`src/rtl/dat_mem_stk.sv`:
```
// Single-port data memory with registered reads, post-reset init sweep and a
// descending hardware stack at the top of the address space.
// Optional: define DAT_MEM_MASKS_EN to preload the constant-mask block at MASK_BASE.
module dat_mem_stk #(
    parameter int unsigned DW        = 8,
    parameter int unsigned AW        = 8,
    parameter int unsigned STK_DEPTH = 16,
    parameter int unsigned MASK_BASE = 60
) (
    input  logic                           clk,
    input  logic                           reset,
    input  logic [DW-1:0]                  dat_in,
    input  logic                           wr_en,
    input  logic                           rd_en,
    input  logic [AW-1:0]                  addr,
    input  logic                           push,
    input  logic                           pop,
    output logic [DW-1:0]                  dat_out,
    output logic                           rd_valid,
    output logic                           busy,
    output logic [AW-1:0]                  sp,
    output logic [$clog2(STK_DEPTH+1)-1:0] stk_cnt,
    output logic                           stk_ovf,
    output logic                           stk_unf
);

    localparam int unsigned SW = $clog2(STK_DEPTH + 1);

`ifdef DAT_MEM_MASKS_EN
    localparam logic [7:0] MASK_TBL [5] = '{8'h10, 8'hE0, 8'hF0, 8'hCC, 8'hAA};
`else
    localparam logic [7:0] MASK_TBL [5] = '{default: 8'h00};
`endif

    typedef enum logic {CLEAR, IDLE} state_t;

    state_t        state, state_nxt;
    logic [AW-1:0] clr_ptr, clr_ptr_nxt;
    logic [AW-1:0] sp_nxt;
    logic [SW-1:0] stk_cnt_nxt;
    logic          ovf_nxt, unf_nxt;

    logic          mem_we;
    logic [AW-1:0] mem_wa;
    logic [DW-1:0] mem_wd;
    logic          rd_do;
    logic [AW-1:0] rd_addr;
    logic [AW-1:0] mask_off;
    logic [DW-1:0] init_val;

    logic [DW-1:0] core [2**AW];

    // Default build uses an all-zero table, so the sweep clears every word.
    always_comb begin
        mask_off = clr_ptr - AW'(MASK_BASE);
        init_val = '0;
        if (mask_off < AW'(5))
            init_val = DW'(MASK_TBL[mask_off[2:0]]);
    end

    always_comb begin
        state_nxt   = state;
        clr_ptr_nxt = clr_ptr;
        sp_nxt      = sp;
        stk_cnt_nxt = stk_cnt;
        ovf_nxt     = stk_ovf;
        unf_nxt     = stk_unf;
        mem_we      = 1'b0;
        mem_wa      = addr;
        mem_wd      = dat_in;
        rd_do       = 1'b0;
        rd_addr     = addr;
        case (state)
            CLEAR: begin
                mem_we      = 1'b1;
                mem_wa      = clr_ptr;
                mem_wd      = init_val;
                clr_ptr_nxt = clr_ptr + AW'(1);
                if (clr_ptr == '1)
                    state_nxt = IDLE;
            end
            IDLE: begin
                if (push && !pop) begin
                    if (stk_cnt < SW'(STK_DEPTH)) begin
                        mem_we      = 1'b1;
                        mem_wa      = sp;
                        sp_nxt      = sp - AW'(1);
                        stk_cnt_nxt = stk_cnt + SW'(1);
                    end else begin
                        ovf_nxt = 1'b1;
                    end
                end else if (pop && !push) begin
                    if (stk_cnt != '0) begin
                        rd_do       = 1'b1;
                        rd_addr     = sp + AW'(1);
                        sp_nxt      = sp + AW'(1);
                        stk_cnt_nxt = stk_cnt - SW'(1);
                    end else begin
                        unf_nxt = 1'b1;
                    end
                end else if (!push && !pop) begin
                    mem_we = wr_en;
                    rd_do  = rd_en;
                end
            end
            default: state_nxt = CLEAR;
        endcase
    end

    always_ff @(posedge clk or posedge reset) begin
        if (reset) begin
            state    <= CLEAR;
            clr_ptr  <= '0;
            sp       <= '1;
            stk_cnt  <= '0;
            dat_out  <= '0;
            rd_valid <= 1'b0;
            stk_ovf  <= 1'b0;
            stk_unf  <= 1'b0;
        end else begin
            state    <= state_nxt;
            clr_ptr  <= clr_ptr_nxt;
            sp       <= sp_nxt;
            stk_cnt  <= stk_cnt_nxt;
            stk_ovf  <= ovf_nxt;
            stk_unf  <= unf_nxt;
            rd_valid <= rd_do;
            if (rd_do)
                dat_out <= core[rd_addr];
        end
    end

    // Non-blocking write after the registered read gives read-before-write on a shared address.
    always_ff @(posedge clk) begin
        if (mem_we && !reset)
            core[mem_wa] <= mem_wd;
    end

    assign busy = (state == CLEAR);

endmodule

```
`config.mk`:
```
export PLATFORM = sky130hd
export DESIGN_NAME = dat_mem_stk
export DESIGN_NICKNAME = d
export VERILOG_FILES = /design/src/rtl/dat_mem_stk.sv
export SDC_FILE = /design/constraint.sdc
export NUM_CORES = 2
export LEC_CHECK = 0
export BUFFER_PORTS_ARGS = -buffer_cell sky130_fd_sc_hd__buf_2
export CAP_MARGIN = 20
export CORE_MARGIN = 2
export CORE_UTILIZATION = 50
export CTS_CLUSTER_SIZE = 24
export DETAILED_ROUTE_END_ITERATION = 12
export PLACE_DENSITY = 0.65
export SYNTH_ARGS = -nofsm -noshare
export SYNTH_HDL_FRONTEND = slang
export SYNTH_SLANG_ARGS = --single-unit
```
`constraint.sdc`:
```
create_clock -name clk -period 6.8 [get_ports clk]
set_input_delay 1.02 -clock clk [delete_from_list [all_inputs] [get_ports clk]]
set_output_delay 1.02 -clock clk [all_outputs]
set_load 0.03 [all_outputs]
```
== Yosys cells after proc, flatten, opt, wreduce, memory -nomap -nowiden ==
Memories as Yosys holds them, arrays and structs flattened. A register that Yosys moved wholly into a read port is not among the register bits.
Index checks and enable logic that the tools add are counted.
Word-level totals
  RAM bits: 2048
  bits in registers: 25
  memories kept: 2
  logic and storage cells: 71
  output and inout bits: 25
  memory bits (read-only): 64
Cells by class
  mux-type cells: 33
  equal/unequal tests: 2
  add/sub/neg operators: 6
  reduce and logical (&&, ||, !) cells: 13
  magnitude comparators: 3
  bitwise gates (word level): 5
Memory list
  core: depth 256, width 8, read ports 1, clocked after memory_dff 1, wr ports 1, RTL line 51  | logic [DW-1:0] core [2**AW];
  (no name shown): depth 8, width 8, read ports 1, clocked after memory_dff 0, wr ports 0, RTL line 58  | init_val = DW'(MASK_TBL[mask_off[2:0]]);
Operators by type and width (count)
  8-bit two-way mux: 14
  5-bit two-way mux: 4
  8-bit by 1-bit adder with 8-bit output, second input constant: 2
  8-bit case mux with 2 select lines: 1
  1-bit two-way mux: 13
  8-bit equality test, second input constant: 1
  8-bit by 3-bit less-than comparator with 1-bit output, second input constant: 1
  4-bit AND reduction: 2
  8-bit by 1-bit subtractor with 8-bit output, second input constant: 1
  8-bit by 6-bit subtractor with 8-bit output, second input constant: 1
  5-bit by 1-bit adder with 5-bit output, second input constant: 1
  5-bit less-than comparator, second input constant: 1
  5-bit nonzero test: 1
  5-bit by 1-bit subtractor with 5-bit output, second input constant: 1
  4-bit greater-or-equal comparator, second input constant: 1
  1-bit logical AND: 4
  1-bit NOT: 4
  3-bit NOT with 4-bit output: 1
  2-bit nonzero test: 2
  1-bit zero test: 3
  3-bit AND reduction: 1
  2-bit by 1-bit != test with 1-bit output, second input constant: 1
  1-bit case mux with 2 select lines: 1

== Logic depth before layout (Yosys ltp) ==
  depth after elaboration: 9
  depth in mapped cells: 17
  gate-level depth less buffers: 12

== Least setup slack after synthesis ==
OpenSTA, ideal clock, no wires.
  path kind: register to register
  from: register state
  to: memory core[0][0] (data pin)
  data arrival time: 4.533 ns
  slack: 1.401 ns
  library setup time: 0.867 ns
  period minus slack after synthesis: 5.399 ns
  cell stages (with the launch flop): 5
  data required time: 5.933 ns
  path through: dfrtp_1 -> clkbuf_1 -> clkbuf_1 -> clkbuf_1 -> and2_1
On the way
  longest elaborated chain between the ends: 1
Ends and longest elaborated chain
  start, declared: RTL line 37  | state_t state, state_nxt;
  start signal, assigned: RTL line 121  | state <= state_nxt;
  8-bit two-way mux: RTL line 73  | case (state)
  net mem_wd[0]: RTL line 45  | logic [DW-1:0] mem_wd;
  end, declared: RTL line 51
The timed path passes the listed nets, and every way through them passes these cells.

== Worst setup path in the final report ==
  from: input port pop
  to: register dat_out[0], read port of core
On the way
  longest elaborated chain between the ends: 6
Ends and longest elaborated chain
  start, declared: RTL line 17  | input logic pop,
  1-bit zero test: RTL line 83, 101
  1-bit logical AND: RTL line 101  | end else if (!push && !pop) begin
  1-bit two-way mux: RTL line 101
  1-bit two-way mux: RTL line 92  | end else if (pop && !push) begin
  1-bit two-way mux: RTL line 83  | if (push && !pop) begin
  1-bit two-way mux: RTL line 73
  end, declared: RTL line 18  | output logic [DW-1:0] dat_out,
Several ways; a longest one is shown, not always the timed one.
A chain may end at the register's enable or synchronous reset.

==> summary.txt <==
Outcome = complete, no violations
CTS tree = done
Final instance area = 0.0916 mm²
Xor and xnor area share after synthesis = 0.276%
Die area = 0.168 mm²
Via Count = 51100
Routed WL per cell = 26.9 µm
Final net count = 5958
Synth Area in Simple Gates = 11.6%
Post-Place Cell Area = 0.0851 mm²
Startpoint Class = primary input
Synth Area per Inst = 14.0 µm²
Root Buffer = clkbuf_16
Die Ht = 410 µm
Asr flop ratio synth = 1.59%
CP Class = primary input to register
Core area = 0.164 mm²
Fmax = 204 MHz
Post-Route Setup TNS = 0 ns
Post-synthesis mux area share = 2.08%
Worst slew margin = 19.0%
Highest fanout seen on the critical path = 56
H-tree Lvls = 4
CP Capture Type = register
HPWL Detailed = 129000 µm
ANT nets after route = 0
Max Cap Violations = 0
Site Rows = 149
Buffer depth of the longest clock path = 3
Sink Count = 2081
RR Startpoint = sp[0]
Tot GR Track Use = 26.2%
Share of the synthesized area in the top cell type = 74.6%
Unrepaired setup endpoints after global routing = false
Top cells by area, synth = edfxtp_1, nand2_1, a32oi_1, mux2i_1, a21oi_1
Grt total ovfl = 0
Compound-gate portion of the synthesized area = 7.71%
Post-cts hold buffer count = 0
Layout Cells excl Fill = 8285
Die X = 410 µm
Largest net degree at the start of global routing = 220
Post-synth EDFFs = 2048
Synth Flop Type = edfxtp_1
Fraction of the yosys area taken by sequential cells = 75.6%
IO Pins = 47
Yosys warning total = 0
Period utilization = 71.9%
Post_cts resized = 0
Post-Syn Instances = 5911
Final setup violation count = 0
DRC = 0
Drt first pass iters = 6
Synth Cell Area = 0.0825 mm²
Clock slew at reported path FFs = 0.06 ns
Antenna violations before repair = 6
Top cell type by total area after synthesis = edfxtp_1
List of most frequent post-synthesis cells = edfxtp_1, nand2_1, a32oi_1
Post-synth net total = 5943
Adder-Cell Fraction of Synth Area = 0.161%
Worst Path Arrival = 5.54 ns
CP Launch Point = pop
Main combinational cell family by area after synthesis = simple AND/OR/NAND/NOR gates
Fin crit period = 4.89 ns
Number of synthesized register bits = 2081
Hold/Removal Path Class = primary input to asynchronous set/reset pin
Final hold vios = 0
Top-count cell post-synth = edfxtp_1
PD cells = 284 mW/mm²
Vias/cell = 6.16
Worst-Skew Late Latency = 0.83 ns
Layout area overhead = 11.1%
Slew Viols, Final = 0
Worst vdd ir = 0.000285 V
Starting Density = 50.2%
Placed cell count = 7913
Worst-Margin Slew = 1.22 ns
Vias in the first global route = 48300
Library cells used by synthesis = 61
Port buffer count = 46
First-pass GRT wire length = 326000 µm
GPL Wtd Cong = 0.881
Num CTS Buffers = 200
Initial drt markers = 6799
CP required = 7.45 ns
Postcts setup bufs = 0
Drt total wl = 223000 µm
Skew final = 0.0317 ns
Layout cells sized above 1 = 8.62%
Leakage = 28.7 nW
==> cell families after synthesis <==
group,count (synthesis)
AO/OA/AOI/OAI,889
XOR/XNOR,26
adder cells (fa/ha/maj),10
buffers and inverters,405
flip-flops,2081
multiplexers,169
AND/OR/NAND/NOR,2331
==> final timing paths <==
check | to | slack [ns] | cells after the start
setup / recovery | dat_out[0] | 1.91 | 15
hold / removal | stk_cnt[1] | 0.20 | 2
setup reg to reg | dat_out[3] | 2.07 | 11
hold reg to reg | stk_ovf | 0.49 | 1
max in group asynchronous | dat_out[1] | 5.92 | 3
min in group clk | stk_ovf | 0.49 | 1
==> cell type report <==
| type | instances | area (µm²) |
|---|---|---|
| Tap cell | 2189 | 2740 |
| Inverter | 11 | 41.3 |
| Multi-Input combinational cell | 3425 | 18200 |
| Clock buffer | 250 | 5390 |
| Clock inverter | 119 | 1110 |
| Sequential cell | 2081 | 62300 |
| Antenna cell | 3 | 7.51 |
| Fill cell | 12900 | 72800 |
| Timing Repair Buffer | 207 | 1820 |
==> sequential cells by signal, summed over array words and instances (netlist names) <==
name      count
core       2048
stk_ovf       1
rd_valid      1
stk_unf       1
sp            8
clr_ptr       8
stk_cnt       5
dat_out       8
state         1
==> cells in the final DEF (no fill, tap or decap), drive strengths merged, types with 8 or more instances in the layout <==
cell / n
and3: 57
mux2i: 165
a22o: 8
a21oi: 291
o2bb2ai: 8
inv: 13
dfstp: 8
nand3: 260
clkinv: 93
buf: 207
xor2: 10
nor4: 10
nor2: 316
o22ai: 17
nand4: 91
a32oi: 410
edfxtp: 2048
o21ai: 25
nand2: 1572
bufinv: 20
a2111oi: 16
a31oi: 82
dfrtp: 25
clkbuf: 250
a21o: 10
o2111ai: 9
ha: 9
xnor2: 16
and2: 10
==> worst max-delay path: stages <==
cell	delay, ns
buf_2	0.10
inv_1	0.06
ha_1	0.35
nand3b_4	0.26
a22oi_1	0.34
and2_4	0.74
buf_12	0.40
buf_12	0.27
mux2i_1	0.21
a32oi_1	0.06
and3_1	0.22
a31oi_1	0.38
o2bb2ai_1	0.21
nor4_1	0.61
o2111ai_1	0.18
==> power breakdown <==
part | internal, mW | switching, mW
registers | 13.9 | 0
logic | 0.324 | 0.766
clock network | 6.35 | 4.72
total | 20.5 | 5.49
==> metrics by stage <==
stage | total power [mW] | setup WS, ns | util (%) | hold WS (ns)
4_1_cts | 26.1 | 2.04 | 55.7 | 0.170
3_5_place_dp | 15.2 | 1.15 | 51.8 | 0.481
5_1_grt | 26.7 | 1.69 | 55.7 | 0.194
6_report | 26.0 | 1.91 | 55.7 | 0.198
2_1_floorplan | 14.8 | 1.40 | - | 0.456
3_3_place_gp | 15.2 | 0.721 | 51.7 | 0.478
==> per-layer routing <==
layer,global-route usage (%),up-vias,wire length [µm]
met2,41.3,2671,105000
li1,-,22300,-
met5,0,-,13
met4,9.65,2,8390
met1,37.0,25700,89500
met3,4.39,400,20100
Power figures use the tool's default switching activity.
